==> config.mk <==
export PLATFORM = sky130hd
export DESIGN_NAME = imem_line_fetch
export DESIGN_NICKNAME = d
export VERILOG_FILES = /design/src/rtl/imem_line_fetch_pkg.sv /design/src/rtl/imem_line_fetch_credit_cnt.sv /design/src/rtl/imem_line_fetch.sv
export SDC_FILE = /design/constraint.sdc
export NUM_CORES = 1
export LEC_CHECK = 0
export BUFFER_PORTS_ARGS = -buffer_cell sky130_fd_sc_hd__buf_2
export CORE_MARGIN = 5
export CORE_UTILIZATION = 45
export CTS_BUF_LIST = sky130_fd_sc_hd__clkbuf_4 sky130_fd_sc_hd__clkbuf_8
export CTS_CLUSTER_SIZE = 8
export DETAILED_ROUTE_END_ITERATION = 8
export GPL_TIMING_DRIVEN = 0
export MAX_ROUTING_LAYER = met4
export PLACE_DENSITY = 0.89
export SLEW_MARGIN = 20
export SYNTH_ARGS = -nofsm -noshare
export SYNTH_HDL_FRONTEND = slang
export SYNTH_HIERARCHICAL = 1
export SYNTH_SLANG_ARGS = --single-unit
==> constraint.sdc <==
create_clock -name clk -period 3 [get_ports clk]
set_input_delay 0.6 -clock clk [delete_from_list [all_inputs] [get_ports clk]]
set_output_delay 0.6 -clock clk [all_outputs]
set_load 0.1 [all_outputs]
==> src/rtl/imem_line_fetch_pkg.sv <==
// rtl/imem_line_fetch_pkg.sv - shared widths, line geometry and fetch state encoding
// Ports: none (package).
package imem_line_fetch_pkg;

  localparam int unsigned XLEN    = 32;
  localparam int unsigned BUS_WID = 64;
  localparam int unsigned BUS_LEN = BUS_WID / 32;
  localparam int unsigned BUS_OFF = $clog2(BUS_WID / 8);

  localparam int unsigned MAX_OUT_DEF = 2;
  localparam int unsigned OUT_W_DEF   = 2;

  // Byte stride between consecutive lines and the mask of in-line offset bits.
  localparam logic [XLEN-1:0] LINE_BYTES = XLEN'(BUS_WID / 8);
  localparam logic [XLEN-1:0] LINE_MASK  = LINE_BYTES - XLEN'(1);

  typedef enum logic [1:0] {
    IDLE = 2'd0,
    RUN  = 2'd1,
    HOLD = 2'd2
  } state_e;

endpackage

==> src/rtl/imem_line_fetch_credit_cnt.sv <==
// rtl/imem_line_fetch_credit_cnt.sv - outstanding-read and stale-response tracker
// Ports:
//   clk, rst   clock, asynchronous active-low reset
//   issue      a read request was accepted this cycle
//   resp       a read response arrives this cycle
//   flush      redirect this cycle; everything in flight becomes stale
//   can_issue  fewer than MAX_OUT reads outstanding
//   drop       the response this cycle must not reach the consumer
module fetch_credit_cnt #(
  parameter int unsigned MAX_OUT = 2,
  parameter int unsigned OUT_W   = 2
) (
  input  logic clk,
  input  logic rst,
  input  logic issue,
  input  logic resp,
  input  logic flush,
  output logic can_issue,
  output logic drop
);

  logic [OUT_W-1:0] out_cnt_q, out_cnt_d;
  logic [OUT_W-1:0] disc_cnt_q, disc_cnt_d;

  always_comb begin
    out_cnt_d = out_cnt_q;
    if (issue && !resp) begin
      out_cnt_d = out_cnt_q + OUT_W'(1);
    end else if (resp && !issue && out_cnt_q != '0) begin
      out_cnt_d = out_cnt_q - OUT_W'(1);
    end

    disc_cnt_d = disc_cnt_q;
    if (flush) begin
      // Everything still in flight after this cycle's response is stale.
      disc_cnt_d = (resp && out_cnt_q != '0) ? out_cnt_q - OUT_W'(1) : out_cnt_q;
    end else if (resp && disc_cnt_q != '0) begin
      disc_cnt_d = disc_cnt_q - OUT_W'(1);
    end
  end

  always_ff @(posedge clk or negedge rst) begin
    if (!rst) begin
      out_cnt_q  <= '0;
      disc_cnt_q <= '0;
    end else begin
      out_cnt_q  <= out_cnt_d;
      disc_cnt_q <= disc_cnt_d;
    end
  end

  assign can_issue = (out_cnt_q < OUT_W'(MAX_OUT));
  // A response in the redirect cycle is stale even when disc_cnt is still zero.
  assign drop      = resp && (flush || disc_cnt_q != '0);

  a_no_orphan_resp: assert property (@(posedge clk) disable iff (!rst)
    !(resp && out_cnt_q == '0));
  a_out_bound: assert property (@(posedge clk) disable iff (!rst)
    out_cnt_q <= OUT_W'(MAX_OUT));

endmodule

==> src/rtl/imem_line_fetch.sv <==
// rtl/imem_line_fetch.sv - line-aligned instruction fetch requester with redirect discard
// Macro IMEM_RESP_REG_EN: registers the line outputs (1-cycle latency after imem_resp);
// undefined gives combinational line outputs with line_data forced to 0 when idle.
// Ports:
//   clk, rst                       clock, asynchronous active-low reset
//   jump_vld, jump_pc              redirect strobe and halfword-aligned target
//   buffer_free                    consumer can take one more line
//   imem_req, imem_addr, imem_gnt  request handshake to instruction memory
//   imem_resp, imem_rdata, imem_rerr  read response and access fault
//   line_vld, line_data, line_err  line delivered to the instruction buffer
module imem_line_fetch
  import imem_line_fetch_pkg::*;
#(
  parameter int unsigned MAX_OUT = MAX_OUT_DEF,
  parameter int unsigned OUT_W   = OUT_W_DEF
) (
  input  logic               clk,
  input  logic               rst,
  input  logic               jump_vld,
  input  logic [XLEN-1:0]    jump_pc,
  input  logic               buffer_free,
  output logic               imem_req,
  output logic [XLEN-1:0]    imem_addr,
  input  logic               imem_gnt,
  input  logic               imem_resp,
  input  logic [BUS_WID-1:0] imem_rdata,
  input  logic               imem_rerr,
  output logic               line_vld,
  output logic [BUS_WID-1:0] line_data,
  output logic               line_err
);

  state_e          state_q, state_d;
  logic [XLEN-1:0] fetch_addr_q, fetch_addr_d;
  logic            pend_q, pend_d;
  logic            can_issue, drop, issue, deliver;

  fetch_credit_cnt #(
    .MAX_OUT (MAX_OUT),
    .OUT_W   (OUT_W)
  ) u_credit (
    .clk       (clk),
    .rst       (rst),
    .issue     (issue),
    .resp      (imem_resp),
    .flush     (jump_vld),
    .can_issue (can_issue),
    .drop      (drop)
  );

  // pend_q keeps an ungranted request (and its address) stable even if
  // buffer_free drops or the state leaves RUN; only a jump withdraws it.
  assign imem_req  = !jump_vld && (pend_q || (state_q == RUN && buffer_free && can_issue));
  assign imem_addr = fetch_addr_q;
  assign issue     = imem_req && imem_gnt;
  assign deliver   = imem_resp && !drop;

  always_comb begin
    state_d      = state_q;
    fetch_addr_d = fetch_addr_q;
    pend_d       = imem_req && !imem_gnt;
    if (jump_vld) begin
      state_d      = RUN;
      fetch_addr_d = jump_pc & ~LINE_MASK;
    end else begin
      if (issue) begin
        fetch_addr_d = fetch_addr_q + LINE_BYTES;
      end
      if (state_q == RUN && deliver && imem_rerr) begin
        state_d = HOLD;
      end
    end
  end

  always_ff @(posedge clk or negedge rst) begin
    if (!rst) begin
      state_q      <= IDLE;
      fetch_addr_q <= '0;
      pend_q       <= 1'b0;
    end else begin
      state_q      <= state_d;
      fetch_addr_q <= fetch_addr_d;
      pend_q       <= pend_d;
    end
  end

`ifdef IMEM_RESP_REG_EN
  logic               line_vld_q, line_vld_d;
  logic [BUS_WID-1:0] line_data_q, line_data_d;
  logic               line_err_q, line_err_d;

  always_comb begin
    line_vld_d  = deliver;
    line_data_d = deliver ? imem_rdata : '0;
    line_err_d  = deliver && imem_rerr;
  end

  always_ff @(posedge clk or negedge rst) begin
    if (!rst) begin
      line_vld_q  <= 1'b0;
      line_data_q <= '0;
      line_err_q  <= 1'b0;
    end else begin
      line_vld_q  <= line_vld_d;
      line_data_q <= line_data_d;
      line_err_q  <= line_err_d;
    end
  end

  // A redirect arriving while the registered line is presented makes it stale.
  assign line_vld  = line_vld_q && !jump_vld;
  assign line_data = line_data_q;
  assign line_err  = line_err_q && !jump_vld;
`else
  assign line_vld  = deliver;
  assign line_data = deliver ? imem_rdata : '0;
  assign line_err  = deliver && imem_rerr;
`endif

endmodule

# Word level (Yosys, flattened, before mapping)
# Cells that the tools add are included.
classes:
  reduce_logical: 28
  addsub: 4
  eq_ne: 1
  order_cmp: 1
  mux: 10
ops:
  columns: ["op", "count"]
  rows:
  - ["32-bit 2-to-1 mux", 2]
  - ["64-bit 2-to-1 mux", 1]
  - ["32-bit by 4-bit adder with 32-bit output, second input constant", 1]
  - ["1-bit logical AND", 15]
  - ["2-bit 2-to-1 mux", 7]
  - ["2-bit nonzero test", 6]
  - ["1-bit logical NOT", 5]
  - ["2-bit by 1-bit subtractor with 2-bit output, second input constant", 2]
  - ["2-bit by 1-bit adder with 2-bit output, second input constant", 1]
  - ["2-bit by 1-bit == test with 1-bit output, second input constant", 1]
  - ["1-bit logical OR", 2]
  - ["2-bit less-than comparator, second input constant", 1]
totals:
  ff_bits: 39
  out_inout_bits: 99
  input_bits: 103
  word_cells: 49

# Longest topological paths before layout
depth:
  depth_word: 11
  ltp_mapped: 9
  ltp_nobuf: 8

# By module
# Netlist, hierarchy kept.
by_module_without_submodules:
  columns: ["mod", "cells_per_inst", "instances", "area_each_um2", "seq_area_each_um2"]
  rows:
  - ["imem_line_fetch", 296, 1, 2373.5, 800.8]
  - ["fetch_credit_cnt", 27, 1, 275.3, 100.1]

# Worst setup path before layout
# Ideal clock, no wire load.
synth_timing:
  kind: "input to output"
  startpoint: "input port jump_vld"
  endpoint: "output port line_data[53]"
  arrival_ns: 2.768
  cell_stages: 5
  path_buffers: 1
  required_time_ns: 2.400
  slack_ns: -0.368
  cell_sequence: "inv_1 a21boi_1 nor2b_1 clkbuf_1 and2_1"
synth_between:
  elab_chain_cells: 5
synth_lines:
  columns: ["element", "line", "rtl"]
  rows:
  - ["start: declaration", "imem_line_fetch.sv:19", "input logic jump_vld,"]
  - ["1-bit logical OR", "imem_line_fetch_credit_cnt.sv:54", "assign drop = resp && (flush || disc_cnt_q != '0);"]
  - ["1-bit logical AND", "imem_line_fetch_credit_cnt.sv:54", null]
  - ["via drop", "imem_line_fetch.sv:36", "logic can_issue, drop, issue, deliver;"]
  - ["1-bit logical NOT", "imem_line_fetch.sv:56", "assign deliver = imem_resp && !drop;"]
  - ["1-bit logical AND", "imem_line_fetch.sv:56", null]
  - ["via line_vld", "imem_line_fetch.sv:28", "output logic line_vld,"]
  - ["64-bit 2-to-1 mux", "imem_line_fetch.sv:116", "assign line_data = deliver ? imem_rdata : '0;"]
  - ["end: declaration", "imem_line_fetch.sv:29", "output logic [BUS_WID-1:0] line_data,"]
# The timed path passes the listed nets, and every way through them passes these cells.

# Worst setup path in the final report
layout_timing:
  startpoint: "register u_credit.disc_cnt_q[0]"
  endpoint: "output port line_data[15]"
layout_between:
  elab_chain_cells: 6
layout_lines:
  columns: ["element", "line", "rtl"]
  rows:
  - ["start: declaration", "imem_line_fetch_credit_cnt.sv:23", "logic [OUT_W-1:0] disc_cnt_q, disc_cnt_d;"]
  - ["start signal: assignment", "imem_line_fetch_credit_cnt.sv:48", "disc_cnt_q <= disc_cnt_d;"]
  - ["2-bit nonzero test", "imem_line_fetch_credit_cnt.sv:54", null]
  - ["1-bit logical OR", "imem_line_fetch_credit_cnt.sv:54", null]
  - ["1-bit logical AND", "imem_line_fetch_credit_cnt.sv:54", null]
  - ["via drop", "imem_line_fetch.sv:36", null]
  - ["1-bit logical NOT", "imem_line_fetch.sv:56", null]
  - ["1-bit logical AND", "imem_line_fetch.sv:56", null]
  - ["64-bit 2-to-1 mux", "imem_line_fetch.sv:116", null]
# The timed path passes the listed nets, and every way through them passes these cells.

==> results.py <==
metrics = {
    "status": {
        "status": "complete, no violations",
    },
    "floorplan": {
        "start_util_pct": 45.5,
        "die_area_um2": 7520,
        "die_height_um": 86.7,
        "core_um2": 5820,
        "io_pins": 202,
        "placement_rows": 28,
        "fp.dieW_um": 86.7,
    },
    "clocking": {
        "clk_pin_slew_ps": 70,
        "numClockSinks": 36,
        "cts_made_buffers": 5,
        "root_buffer": "clkbuf_8",
        "htreeDepth": 2,
        "cts_max_path_buffers": 2,
        "clock_latency_ps": 290,
        "cts_tree": "built",
        "cts_setup_buffers": 0,
    },
    "sta": {
        "fmax_mhz": 361,
        "final.setup_skew_ps": 4.26,
        "holdWs_ps": 387,
        "hold_viol_final": 0,
        "final-max-slew-violation-count": 0,
        "tightest_slew_ps": 790,
        "max_slew_margin_pct": 47.3,
        "min_period_ps": 2770,
        "setup_violations": 0,
        "fin_crit_sh_pct": 92.3,
    },
    "global_route": {
        "track_usage_pct": 27.9,
        "grt_pass1_wl_mm": 16.0,
        "grt_max_degree": 37,
        "gr-total-overflow": 0,
        "grt_antenna_before_repair": 0,
        "grt_pass1_vias": 3267,
    },
    "detailed_routing": {
        "num_vias": 3329,
        "firstDrtPassIters": 5,
        "drtIter0Drc": 222,
        "wl_per_cell_um": 17.7,
        "drc": 0,
        "ant_nets": 0,
        "wl_mm": 10.7,
        "viasPerCell": 5.52,
    },
    "run": {
        "maxCapViolCount": 0,
    },
    "critical_path": {
        "start_kind": "register",
        "cp.required_ps": 2400,
        "slowest_delay_ps": 370,
        "crit_family": "buffers and inverters",
        "cp_slowest_cell": "dfrtp_1",
        "worstPathMaxFanout": 10,
        "cp-end-kind": "output pin",
        "cp_cell_sequence": "inv_2, ha_1, a21boi_1, nor2b_1, clkbuf_2, clkbuf_1, and2_1, clkbuf_4",
        "criticalPathCategory": "register to output pin",
        "worstPathArrival_ps": 2170,
        "cp_num_buf_inv": 4,
    },
    "cells_and_area": {
        "antenna_cells": 0,
        "finalNonFillerCells": 603,
        "area_delta_synth_final_pct": 48.4,
        "stdcell_area_um2": 3930,
        "drive_gt1_share_pct": 41.9,
        "postLayoutCoreUtil_pct": 67.6,
        "layout_common_cells": "157 x buf_2, 68 x and2_1, 40 x clkbuf_4, 36 x dfrtp_1, 25 x nor2_1",
        "final_common_cell": "buf_2",
        "final_nets": 633,
    },
    "power": {
        "ir_worst_vdd_v": 0.000415,
        "p_leak_nw": 1.94,
        "pwr_density_cell_nw_per_um2": 617,
        "fin_total_pwr_mw": 2.43,
    },
    "logic_synthesis": {
        "syn_inst": 323,
        "ys_seq_area_share_pct": 34.0,
        "avgSynthCellArea_um2": 8.20,
        "synthDominantCellAreaShare_pct": 34.0,
        "synth_edf_count": 0,
        "netlist-cell-type-count": 46,
        "synth.area.top_cells": "dfrtp_1 34%, and2_1 16%, a31oi_1 4.7%",
        "ys_warn_count": 6,
        "async_reset_ff_share_pct": 100,
        "ys_ff_latch": 36,
        "yosys_most_used_dff": "dfrtp_1",
        "syn_area_um2": 2650,
        "synth_top_area_cell": "dfrtp_1",
    },
    "place": {
        "placement.io_buffers": 195,
        "place_area_um2": 3730,
        "hpwlAfterDp_mm": 8.53,
        "gp_congestion": 0.926,
        "dp.cells": 595,
    },
    "min_path": {
        "hp-class": "input port to asynchronous set/reset pin",
    },
}
## per-layer routing
layer | vias up | track usage, % | share of wire (%) | wire length [um]
li1 | 1571 | - | - | -
met5 | - | - | 0 | 0
met3 | 19 | 8.27 | 11 | 1130
met4 | 0 | 7.65 | 1.5 | 159
met1 | 1540 | 37.0 | 40 | 4260
met2 | 199 | 41.4 | 48 | 5130
## power by group
part	internal, mW	total, mW	switching (mW)
Sequential	0.556	0.631	0.0751
Combinational	0.315	1.42	1.10
Clock	0.205	0.376	0.171
Total	1.08	2.43	1.35
## stage by stage
step                setup TNS, ps  setup slack (ps)
floorplan                       0               122
global placement                0              23.8
detailed placement              0              23.0
CTS                             0              6.20
global route                -23.4             -23.4
finish                          0               232
## registers in the layout (all words and copies together) (netlist names)
| register | cells |
|---|---|
| state_q | 2 |
| pend_q | 1 |
| imem_addr | 29 |
| u_credit/out_cnt_q | 2 |
| u_credit/disc_cnt_q | 2 |
## area by class of cell
type | count | area (um2)
Inverter | 10 | 37.5
Buffer | 23 | 110
Timing Repair Buffer | 195 | 1080
Fill cell | 523 | 1890
Sequential cell | 36 | 901
Clock buffer | 8 | 97.6
Multi-Input combinational cell | 256 | 1610
Tap cell | 75 | 93.8
## cells by family (layout without fill, tap and decap cells)
group,after synthesis,in the layout,synth area share [%]
flops,36,36,34.0
compound gates,65,65,16.1
simple gates,171,171,38.0
buf+inv,33,236,5.34
fa+ha+maj,3,3,1.42
other cells,1,3,0.142
mux,7,7,2.69
xor+xnor,7,7,2.31
## synth_stat cells, drive strengths merged (4+ instances only)
cell      n
nand3     6
a31oi    20
nor2b     4
o31ai    13
xor2      4
and2     68
nand4    10
mux2i     6
nand2    19
o21ai    17
buf       6
or3       9
o2111ai   4
inv       8
clkbuf   17
dfrtp    36
or4      16
nor2     25
## final timing paths
check | depth (start not counted) | to | slack (ps) | startpoint
max | 8 | line_data[15] | 230 | u_credit/disc_cnt_q[0]$_DFFE_PN0P_
min | 1 | imem_addr[16]$_DFFE_PN0P_ | 390 | rst
max reg2reg | 9 | u_credit/out_cnt_q[1]$_DFFE_PN0P_ | 380 | u_credit/out_cnt_q[1]$_DFFE_PN0P_
min reg2reg | 1 | u_credit/out_cnt_q[0]$_DFFE_PN0P_ | 490 | u_credit/out_cnt_q[0]$_DFFE_PN0P_
max in group asynchronous | 1 | imem_addr[25]$_DFFE_PN0P_ | 2110 | rst
min in group clk | 1 | u_credit/out_cnt_q[0]$_DFFE_PN0P_ | 490 | u_credit/out_cnt_q[0]$_DFFE_PN0P_
## repair_timing
item,CTS,global route
gates resized for setup,2,46
endpoints found under the setup margin,2,40
hold buffers,0,0
No activity file was read; power rests on OpenSTA's default activity.
